File: src/rtl/ram_port_arbiter.sv
// ram_port_arbiter: two-requester round-robin arbiter that serialises single-beat
// read/write requests onto the 16-byte DFF RAM port and returns read data with a
// one-cycle valid pulse to the requester that issued the read.
module ram_port_arbiter #(
    parameter int ADDR_W = 4,
    parameter int DATA_W = 8
) (
    input  logic              clk,
    input  logic              rst,
    input  logic              req0,
    input  logic              we0,
    input  logic [ADDR_W-1:0] addr0,
    input  logic [DATA_W-1:0] wdata0,
    output logic              gnt0,
    output logic              rvalid0,
    input  logic              req1,
    input  logic              we1,
    input  logic [ADDR_W-1:0] addr1,
    input  logic [DATA_W-1:0] wdata1,
    output logic              gnt1,
    output logic              rvalid1,
    output logic [DATA_W-1:0] rdata,
    output logic [ADDR_W-1:0] ram_mar,
    output logic [DATA_W-1:0] ram_data_in,
    input  logic [DATA_W-1:0] ram_data_out,
    output logic              ram_ce_n,
    output logic              ram_lr_n,
    output logic              busy
);

    typedef enum logic [1:0] {
        IDLE,
        ACCESS,
        CAPTURE
    } state_t;

    state_t            state;
    logic              last_grant;
    logic              cur_id;
    logic              cur_we;

    logic              pick1;
    logic              sel_we;
    logic [ADDR_W-1:0] sel_addr;
    logic [DATA_W-1:0] sel_wdata;

    // Pick the winner among the pending requests; on a tie the requester that
    // did not win last time goes next, so contention alternates fairly.
    always_comb begin
        pick1     = 1'b0;
        sel_we    = we0;
        sel_addr  = addr0;
        sel_wdata = wdata0;
        if (req1 && (!req0 || !last_grant)) begin
            pick1 = 1'b1;
        end
        if (pick1) begin
            sel_we    = we1;
            sel_addr  = addr1;
            sel_wdata = wdata1;
        end
    end

    // Sequencer: accept one request in IDLE, strobe the RAM for one cycle,
    // then either finish (write) or capture the registered read data (read).
    always_ff @(posedge clk or posedge rst) begin
        if (rst) begin
            state       <= IDLE;
            last_grant  <= 1'b1;
            cur_id      <= 1'b0;
            cur_we      <= 1'b0;
            gnt0        <= 1'b0;
            gnt1        <= 1'b0;
            rvalid0     <= 1'b0;
            rvalid1     <= 1'b0;
            rdata       <= '0;
            ram_mar     <= '0;
            ram_data_in <= '0;
            ram_ce_n    <= 1'b1;
            ram_lr_n    <= 1'b1;
            busy        <= 1'b0;
        end else begin
            gnt0     <= 1'b0;
            gnt1     <= 1'b0;
            rvalid0  <= 1'b0;
            rvalid1  <= 1'b0;
            ram_ce_n <= 1'b1;
            ram_lr_n <= 1'b1;
            case (state)
                IDLE: begin
                    if (req0 || req1) begin
                        last_grant  <= pick1;
                        cur_id      <= pick1;
                        cur_we      <= sel_we;
                        ram_mar     <= sel_addr;
                        ram_data_in <= sel_wdata;
                        if (sel_we) begin
                            ram_lr_n <= 1'b0;
                        end else begin
                            ram_ce_n <= 1'b0;
                        end
                        gnt0  <= !pick1;
                        gnt1  <= pick1;
                        busy  <= 1'b1;
                        state <= ACCESS;
                    end
                end
                ACCESS: begin
                    if (cur_we) begin
                        busy  <= 1'b0;
                        state <= IDLE;
                    end else begin
                        state <= CAPTURE;
                    end
                end
                CAPTURE: begin
                    rdata   <= ram_data_out;
                    rvalid0 <= !cur_id;
                    rvalid1 <= cur_id;
                    busy    <= 1'b0;
                    state   <= IDLE;
                end
                default: begin
                    busy  <= 1'b0;
                    state <= IDLE;
                end
            endcase
        end
    end

endmodule

File: config.mk
export PLATFORM = sky130hd
export DESIGN_NAME = ram_port_arbiter
export DESIGN_NICKNAME = d
export VERILOG_FILES = /design/src/rtl/ram_port_arbiter.sv
export SDC_FILE = /design/constraint.sdc
export NUM_CORES = 1
export LEC_CHECK = 0
export CORE_UTILIZATION = 40
export DETAILED_ROUTE_END_ITERATION = 8
export GPL_TIMING_DRIVEN = 0
export PLACE_DENSITY = 0.79
export SETUP_SLACK_MARGIN = 0.5
export SLEW_MARGIN = 20
export SYNTH_ARGS = -nofsm -noshare
export SYNTH_HDL_FRONTEND = slang
export SYNTH_SLANG_ARGS = --single-unit
File: constraint.sdc
create_clock -name clk -period 2 [get_ports clk]
set_clock_uncertainty 0.1 [all_clocks]
set_input_delay 0.4 -clock clk [delete_from_list [all_inputs] [get_ports clk]]
set_output_delay 0.4 -clock clk [all_outputs]
set_load 0.05 [all_outputs]
Word-level counts from Yosys, hierarchy flattened
Cells that the tools add are included.
{"block": "totals", "reg_bits": 32, "out_inout_bits": 27, "inputBits": 38, "elab_cells": 50}
{"block": "classes", "n_eq_ne": 4, "reduce_logical": 10, "muxes": 22}
{"op": "$mux W1", "count": 16}
{"op": "$mux W8", "count": 1}
{"op": "$logic_not A1 Y1", "count": 4}
{"op": "$mux W2", "count": 2}
{"op": "$mux W4", "count": 1}
{"op": "$ne A2 B2 Y1 const B", "count": 2}
{"op": "$pmux W2 S2", "count": 1}
{"op": "$reduce_and A2 Y1", "count": 2}
{"op": "$eq A2 B1 Y1 const B", "count": 1}
{"op": "$eq A2 B2 Y1 const B", "count": 1}
{"op": "$logic_not A2 Y1", "count": 1}
{"op": "$logic_or A1 B1 Y1", "count": 2}
{"op": "$pmux W1 S2", "count": 1}
{"op": "$logic_and A1 B1 Y1", "count": 1}

Logic depth before layout (Yosys ltp)
Gate-level depths: netlist of run 1.
{"block": "logic_depth", "ltp_word": 8, "mapped_depth": 5, "depth_no_buf": 4}

Worst setup path before layout of run 1
OpenSTA, ideal clock, no wires.
{"block": "synth_path", "kind": "reg-to-reg", "from": "register last_grant", "to": "register ram_data_in[0]", "required_ps": 1833, "path_stages_with_launch": 5, "arrival_ps": 1333, "n_path_buf": 1, "period_less_slack_ps": 1500, "setup_ps": 67, "path_slack_ps": 500, "cell_sequence": "dfstp_2 inv_2 a2111oi_4 buf_6 a221o_1"}
{"block": "synth_via", "elab_chain_len": 5}
{"item": "from (decl)", "line_no": "38", "text": "logic last_grant;"}
{"item": "from (signal assigned)", "line_no": "92", "text": "last_grant <= pick1;"}
{"item": "$logic_not A1 Y1", "line_no": "54", "text": "if (req1 && (!req0 || !last_grant)) begin"}
{"item": "$logic_or A1 B1 Y1", "line_no": "54"}
{"item": "$logic_and A1 B1 Y1", "line_no": "54"}
{"item": "$mux W1", "line_no": "54"}
{"item": "$mux W8", "line_no": "57", "text": "if (pick1) begin"}
{"item": "to (signal assigned)", "line_no": "96", "text": "ram_data_in <= sel_wdata;"}
{"item": "to (decl)", "line_no": "24", "text": "output logic [DATA_W-1:0] ram_data_in,"}
Every way passes these cells.
A chain may end at the register's enable or synchronous reset.

Final worst setup path of run 1
{"block": "layout_path", "from": "register ram_lr_n", "to": "output ram_lr_n"}
{"item": "from (decl)", "line_no": "27", "text": "output logic ram_lr_n,"}
{"item": "from (signal assigned)", "line_no": "80", "text": "ram_lr_n <= 1'b1;"}
{"item": "from (signal assigned)", "line_no": "88", "text": "ram_lr_n <= 1'b1;"}
{"item": "from (signal assigned)", "line_no": "98", "text": "ram_lr_n <= 1'b0;"}
No word-level cell between the ends.

==> results_tabular.tex, run 1 <==
\begin{tabular}{lr}
\hline
Metric & Value \\
\hline
\multicolumn{2}{l}{\textbf{Synthesis}} \\
\quad Library cells used by synthesis & 23 \\
\quad Xor/xnor cell area share of the yosys netlist & 0\% \\
\quad Yosys top cell by area & sky130\_fd\_sc\_hd\_\_dfrtp\_1 \\
\quad Synth Net Count & 133 \\
\quad Number of instances in the synthesized netlist & 95 \\
\quad Adder and majority gate portion of the synthesized area & 0\% \\
\quad Synthesized-area fraction occupied by ao, oa, aoi and oai cells & 14.12\% \\
\quad Cell area after technology mapping & 1329 um\^{}2 \\
\quad Yosys Warn Count & 0 \\
\quad Seq cells post-synth & 32 \\
\quad Dominant combinational cell family by area after synthesis & compound AO/OA/AOI/OAI gates \\
\quad Post-synth top area share & 54.61\% \\
\quad Portion of the post-synthesis area used by sequential elements & 60.55\% \\
\quad Dominant cells by area after synthesis & sky130\_fd\_sc\_hd\_\_dfrtp\_1, sky130\_fd\_sc\_hd\_\_nor4b\_1, sky130\_fd\_sc\_hd\_\_a221o\_1 \\
\quad Syn\_area\_per\_cell & 13.99 um\^{}2 \\
\quad Mux contribution to synthesized area & 8.286\% \\
\quad Post-synthesis share of cell area spent on and, or, nand and nor gates & 11.39\% \\
\multicolumn{2}{l}{\textbf{Detailed routing}} \\
\quad DRC errors left & 0 \\
\quad Vias per cell & 5.065 \\
\quad Number of optimization iterations in the first detailed-route pass & 4 \\
\quad Violation count after the first detailed-route iteration & 51 \\
\quad Average detailed-routed wire length per instance & 14.89 um \\
\quad Total via count in the routed design & 1,084 \\
\quad Remaining antenna violation count & 0 \\
\quad WL final & 3187 um \\
\multicolumn{2}{l}{\textbf{STA}} \\
\quad Number of pins exceeding their max-slew limit in the final report & 0 \\
\quad Final setup margin & 0.4815 ns \\
\quad Max Clock Freq & 658.6 MHz \\
\quad Final setup fails & 0 \\
\quad Min Tclk post-route & 1.518 ns \\
\quad Unrepaired setup endpoints after global routing & yes \\
\quad Final hold violation count & 0 \\
\quad Slew at the pin closest to its max-slew limit & 0.6392 ns \\
\quad Final critical-path share of the clock period & 75.92\% \\
\quad Worst slew slack as a fraction of its limit & 57.32\% \\
\multicolumn{2}{l}{\textbf{Global routing}} \\
\quad Number of global-route vias before repair & 1,107 \\
\quad Combined global-route utilization of all metal layers & 19.91\% \\
\quad Wire length of the first global-routing pass & 4981 um \\
\quad Maximum number of pins on one net before global-route repair & 33 \\
\quad Initial antenna violation count & 0 \\
\quad Total grt overflow & 0 \\
\multicolumn{2}{l}{\textbf{Cells and area}} \\
\quad \# fillers & 285 \\
\quad Share of post-route cells with drive strength above 1 & 40.00\% \\
\quad Ant. Diodes & 0 \\
\quad Leading cell types in the layout, fill and taps excluded & sky130\_fd\_sc\_hd\_\_clkdlybuf4s50\_1, sky130\_fd\_sc\_hd\_\_dfrtp\_1, sky130\_fd\_sc\_hd\_\_clkbuf\_4 \\
\quad Layout area overhead & 57.16\% \\
\quad Most common cell after layout, fill and taps aside & sky130\_fd\_sc\_hd\_\_clkdlybuf4s50\_1 \\
\quad Total area of multi-input combinational cells & 490.5 um\^{}2 \\
\quad Nets & 207 \\
\quad Post-route non-filler standard cell count & 214 \\
\quad Sequential standard cell area & 804.5 um\^{}2 \\
\multicolumn{2}{l}{\textbf{Placed design}} \\
\quad Setup slack after placement & -0.06891 ns \\
\quad HPWL Detailed & 2217 um \\
\quad Total placed cells including tap cells & 203 \\
\quad Routability Congestion & 0.6372 \\
\quad Count of buffers from port buffering & 64 \\
\multicolumn{2}{l}{\textbf{Worst setup path}} \\
\quad Crit path from & ram\_lr\_n\$\_DFF\_PP1\_ \\
\quad End of the worst register-to-register path & ram\_mar[1]\$\_DFFE\_PP0P\_ \\
\quad Setup crit end kind & output pin \\
\quad Category of the worst setup path launch point & flop \\
\quad Max stage delay on crit path & 0.55 ns \\
\quad Worst reg-to-reg path cell count & 4 \\
\quad Slowest-stage cell, CP & sky130\_fd\_sc\_hd\_\_dfstp\_2 \\
\quad Startpoint of the worst register-to-register path & last\_grant\$\_DFFE\_PP1P\_ \\
\quad Worst-path maximum fanout & 1 \\
\quad Family with the most delay on the worst path & flip-flops \\
\quad Category of the most critical setup path & flop to output pin \\
\quad Number of buffer and inverter instances along the worst setup path & 1 \\
\quad Arrival time reported for the critical path endpoint & 1.02 ns \\
\quad Cells along the critical path & buf\_8 \\
\quad Worst-case register-to-register setup slack & 0.50 ns \\
\quad Data required time of the worst path & 1.50 ns \\
\multicolumn{2}{l}{\textbf{Power}} \\
\quad Cell Pwr Density & 1809 nW/um\^{}2 \\
\quad Static power due to leakage & 0.0009315 uW \\
\quad Maximum VDD drop & 891.7 uV \\
\quad Final Power & 3777 uW \\
\multicolumn{2}{l}{\textbf{Worst hold path}} \\
\quad WHS Path Cells & 1 \\
\quad Class of the tightest hold or removal check & flop to flop \\
\quad Hold path startpoint & cur\_we\$\_DFFE\_PP0P\_ \\
\quad Hold Path End & state[1]\$\_DFFE\_PP0P\_ \\
\multicolumn{2}{l}{\textbf{CTS}} \\
\quad Deepest clock path buffer count & 2 \\
\quad Number of clock sinks & 32 \\
\quad CTS hold repair buffers & 0 \\
\quad Reg clk slew, reported paths & 0.09 ns \\
\quad Clock Root Buffer & sky130\_fd\_sc\_hd\_\_clkbuf\_4 \\
\quad H-Tree Level Count & 2 \\
\quad TritonCTS clock tree & done \\
\quad CTS buffer count & 5 \\
\quad Clock insertion delay at the later pin of the skew report & 0.34 ns \\
\multicolumn{2}{l}{\textbf{Die}} \\
\quad Chip Height & 59.64 um \\
\quad Initial Utilization & 42.82\% \\
\quad Floorplan Core Area & 3103 um\^{}2 \\
\quad FP Rows & 20 \\
\quad Width of the die & 59.64 um \\
\quad Area enclosed by the die boundary & 3556 um\^{}2 \\
\quad I/O pin total & 65 \\
\multicolumn{2}{l}{\textbf{Run}} \\
\quad Max-capacitance violation count & 0 \\
\multicolumn{2}{l}{\textbf{Status}} \\
\quad Status & complete, no violations \\
\hline
\end{tabular}
## flip-flops by register name, indices dropped and copies added, names as in the netlist, 2 cells and up
signal / count
state: 2
ram_data_in: 8
ram_mar: 4
rdata: 8
## per-layer routing
metal	GRT usage (%)	share of wire, %
met3	7.424	6.0
met5	0	0
met4	10.63	3.1
met1	20.85	41
met2	34.51	50
## power by group
group / switching, uW / internal, uW
combinational: 1440 / 755
clock: 216 / 262
sequential: 140 / 964
## how the worst max path moves through the flow
stage	end	slack, ns	depth (start not counted)
detailed placement	ram_data_in[4]$_DFFE_PP0P_	-0.07	5
floorplan	ram_data_in[0]$_DFFE_PP0P_	0.50	4
global route	ram_mar[0]$_DFFE_PP0P_	0.43	4
CTS	ram_lr_n	0.44	1
global placement	ram_data_in[3]$_DFFE_PP0P_	-0.04	5
finish	ram_lr_n	0.48	1
## what timing repair did
action / CTS / global route
setup endpoints to repair: 45 / 26
buffers inserted: 2 / 0
gates resized for setup: 149 / 19
cloned: 0 / 1
pin swaps: 3 / 7
endpoints found under the hold margin: 0 / 0
## metrics by stage
stage | utilization, % | TNS, ns | hold slack, ns | area [um^2]
2_1_floorplan | - | 0 | 0.3032 | 1329
5_1_grt | 67.30 | 0 | 0.3700 | 2088
3_3_place_gp | 65.24 | -0.2119 | 0.3099 | 2024
4_1_cts | 65.44 | 0 | 0.3404 | 2031
6_report | 67.30 | 0 | 0.3524 | 2088
3_5_place_dp | 65.24 | -0.4944 | 0.3364 | 2024
## Yosys cell counts
cell type                   count
sky130_fd_sc_hd__dfrtp_1       29
sky130_fd_sc_hd__nor4b_1       12
sky130_fd_sc_hd__a221o_1        9
sky130_fd_sc_hd__buf_2          6
sky130_fd_sc_hd__mux2_2         6
sky130_fd_sc_hd__inv_1          4
sky130_fd_sc_hd__a221o_2        3
sky130_fd_sc_hd__dfstp_2        3
sky130_fd_sc_hd__a21oi_1        2
sky130_fd_sc_hd__buf_6          2
sky130_fd_sc_hd__inv_2          2
sky130_fd_sc_hd__mux2_1         2
sky130_fd_sc_hd__mux2i_1        2
sky130_fd_sc_hd__nand2_1        2
sky130_fd_sc_hd__nand2b_1       2
sky130_fd_sc_hd__nor2_1         2
sky130_fd_sc_hd__a2111oi_4      1
sky130_fd_sc_hd__a21bo_4        1
sky130_fd_sc_hd__nor2_2         1
sky130_fd_sc_hd__nor3_1         1
sky130_fd_sc_hd__nor3b_1        1
sky130_fd_sc_hd__o21ai_0        1
sky130_fd_sc_hd__o21ai_1        1
## area by class of cell
cell class	instances	area share (%)
buffer	8	3.056
clock buffer	6	1.977
clock inverter	2	1.678
inverter	6	1.078
multi-input combinational	49	23.49
sequential	32	38.53
tap	44	2.636
timing repair buffer	67	27.56
## cells by family (layout without fill, tap and decap cells)
logic type	count (synthesis)	in the layout
buf+inv	14	89
mux	10	10
simple gates	21	21
flops	32	32
compound gates	18	18
Power figures use the tool's default switching activity.
==> run 2: changes to the inputs <==
- CORE_UTILIZATION: 40 -> 36
- PLACE_DENSITY: 0.79 -> 0.75
- clock period: 2 -> 1.3 ns (I/O delays scaled with it)
==> results_tabular.tex, run 2 (synthesized netlist as in run 1, its figures left out) <==
\begin{tabular}{lr}
\hline
Metric & Value \\
\hline
\multicolumn{2}{l}{\textbf{Worst setup path}} \\
\quad Category of the worst setup path launch point & flop \\
\quad Crit path from & last\_grant\$\_DFFE\_PP1P\_ \\
\quad Setup crit end kind & flop \\
\quad Startpoint of the worst register-to-register path & last\_grant\$\_DFFE\_PP1P\_ \\
\quad End of the worst register-to-register path & ram\_data\_in[6]\$\_DFFE\_PP0P\_ \\
\quad Category of the most critical setup path & flop to flop \\
\quad Worst-case register-to-register setup slack & -0.18 ns \\
\quad Arrival time reported for the critical path endpoint & 1.60 ns \\
\quad Worst reg-to-reg path cell count & 4 \\
\quad Worst-path maximum fanout & 10 \\
\quad Data required time of the worst path & 1.42 ns \\
\multicolumn{2}{l}{\textbf{STA}} \\
\quad Final setup fails & 23 \\
\quad Max Clock Freq & 674.5 MHz \\
\quad Number of pins exceeding their max-slew limit in the final report & 0 \\
\quad Slew at the pin closest to its max-slew limit & 0.4412 ns \\
\quad Final hold violation count & 0 \\
\quad Min Tclk post-route & 1.483 ns \\
\quad Final critical-path share of the clock period & 114.0\% \\
\quad Worst slew slack as a fraction of its limit & 70.58\% \\
\quad Hold slack & 0.09318 ns \\
\quad Final setup margin & -0.1826 ns \\
\quad Unrepaired setup endpoints after global routing & yes \\
\multicolumn{2}{l}{\textbf{Detailed routing}} \\
\quad DRC errors left & 0 \\
\quad Remaining antenna violation count & 0 \\
\quad WL final & 3931 um \\
\quad Number of optimization iterations in the first detailed-route pass & 4 \\
\quad Average detailed-routed wire length per instance & 17.02 um \\
\quad Total via count in the routed design & 1,188 \\
\quad Violation count after the first detailed-route iteration & 61 \\
\quad Vias per cell & 5.143 \\
\multicolumn{2}{l}{\textbf{Cells and area}} \\
\quad Share of post-route cells with drive strength above 1 & 58.38\% \\
\quad Leading cell types in the layout, fill and taps excluded & sky130\_fd\_sc\_hd\_\_clkdlybuf4s50\_1, sky130\_fd\_sc\_hd\_\_buf\_8, sky130\_fd\_sc\_hd\_\_buf\_6, sky130\_fd\_sc\_hd\_\_dfrtp\_2 \\
\quad Utilization after layout & 73.65\% \\
\quad Post-route non-filler standard cell count & 231 \\
\quad Layout area overhead & 90.77\% \\
\quad Nets & 222 \\
\quad Ant. Diodes & 0 \\
\quad Top Registers & ram\_data\_in: 8 flops, rdata: 8 flops, ram\_mar: 4 flops \\
\quad Most common cell after layout, fill and taps aside & sky130\_fd\_sc\_hd\_\_clkdlybuf4s50\_1 \\
\quad \# fillers & 220 \\
\multicolumn{2}{l}{\textbf{CTS}} \\
\quad H-Tree Level Count & 2 \\
\quad TritonCTS clock tree & done \\
\quad Reg clk slew, reported paths & 0.07 ns \\
\quad Clock insertion delay at the later pin of the skew report & 0.28 ns \\
\quad Clock Root Buffer & sky130\_fd\_sc\_hd\_\_clkbuf\_8 \\
\quad CTS buffer count & 5 \\
\quad Deepest clock path buffer count & 2 \\
\quad Number of clock sinks & 32 \\
\multicolumn{2}{l}{\textbf{Global routing}} \\
\quad Initial antenna violation count & 0 \\
\quad Number of global-route vias before repair & 1,310 \\
\quad Combined global-route utilization of all metal layers & 22.10\% \\
\quad Wire length of the first global-routing pass & 6458 um \\
\quad Maximum number of pins on one net before global-route repair & 17 \\
\quad Total grt overflow & 0 \\
\multicolumn{2}{l}{\textbf{Worst hold path}} \\
\quad Class of the tightest hold or removal check & input port to async pin \\
\multicolumn{2}{l}{\textbf{Run}} \\
\quad Max-capacitance violation count & 0 \\
\multicolumn{2}{l}{\textbf{Status}} \\
\quad Violated checks & negative setup slack \\
\quad Status & complete, but fails checks \\
\multicolumn{2}{l}{\textbf{Die}} \\
\quad Width of the die & 62.76 um \\
\quad Floorplan Core Area & 3442 um\^{}2 \\
\quad I/O pin total & 65 \\
\quad Chip Height & 62.76 um \\
\quad FP Rows & 21 \\
\quad Initial Utilization & 38.60\% \\
\quad Area enclosed by the die boundary & 3938 um\^{}2 \\
\multicolumn{2}{l}{\textbf{Power}} \\
\quad Cell Pwr Density & 2875 nW/um\^{}2 \\
\quad Static power due to leakage & 0.001108 uW \\
\quad Maximum VDD drop & 1614 uV \\
\multicolumn{2}{l}{\textbf{Placed design}} \\
\quad HPWL Detailed & 2342 um \\
\quad Count of buffers from port buffering & 64 \\
\quad Routability Congestion & 0.7321 \\
\quad Total placed cells including tap cells & 205 \\
\quad Setup slack after placement & -0.6432 ns \\
\hline
\end{tabular}
-- run 2: how the worst max path moves through the flow --
| stage | end |
|---|---|
| 6_report | ram_data_in[6]$_DFFE_PP0P_ |
| 5_1_grt | ram_data_in[6]$_DFFE_PP0P_ |
| 4_1_cts | ram_data_in[2]$_DFFE_PP0P_ |
| 3_5_place_dp | ram_data_in[6]$_DFFE_PP0P_ |
| 3_3_place_gp | ram_data_in[2]$_DFFE_PP0P_ |
| 2_1_floorplan | ram_data_in[0]$_DFFE_PP0P_ |
-- run 2: per-layer routing --
| layer | share of wire [%] | global-route usage [%] | vias up |
|---|---|---|---|
| met4 | 3.4 | 13.37 | 0 |
| met2 | 52 | 38.59 | 49 |
| met1 | 40 | 24.31 | 592 |
| met3 | 4.3 | 4.927 | 11 |
| li1 | - | - | 536 |
| met5 | 0 | 0 | - |
-- run 2: cell type report --
| class | instances | area [um^2] | share of cell area (%) |
|---|---|---|---|
| clock inverter | 2 | 35.03 | 1.382 |
| sequential | 32 | 827.0 | 32.63 |
| inverter | 6 | 26.28 | 1.037 |
| buffer | 8 | 77.57 | 3.060 |
| timing repair buffer | 81 | 904.6 | 35.69 |
| multi-input combinational | 49 | 526.8 | 20.78 |
| timing repair inverter | 1 | 7.507 | 0.2962 |
| clock buffer | 6 | 72.57 | 2.863 |
| tap | 46 | 57.56 | 2.270 |
-- run 2: repair_timing --
action                                  4_1_cts  5_1_grt
buffers inserted                             11        3
endpoints found under the setup margin       91       59
gates cloned                                  3        1
hold buffers                                  0        0
pin swaps                                     3        2
gates resized for setup                     237        3
endpoints found under the hold margin         0        0
-- run 2: report_power, final --
group          leakage, uW  internal, uW  total (uW)  switching [uW]
Sequential        0.000365          1540        1910             371
Clock            0.0000552           568         919             351
Combinational     0.000688          2080        4460            2380
-- run 2: through the flow --
step	total power, uW	TNS (ns)	area [um^2]
after floorplan	4176	-1.494	1385
after global placement	5215	-16.16	2083
after detailed placement	5306	-17.01	2083
after CTS	7155	-2.073	2499
after global routing	7597	-3.449	2535
final	7287	-2.270	2535
-- run 2: critical path, cell delays in order (launching register included) --
cell and delay, ns:
sky130_fd_sc_hd__dfstp_2 0.55, sky130_fd_sc_hd__inv_2 0.05, sky130_fd_sc_hd__a2111oi_4 0.36, sky130_fd_sc_hd__buf_6 0.20
sky130_fd_sc_hd__a221o_1 0.16
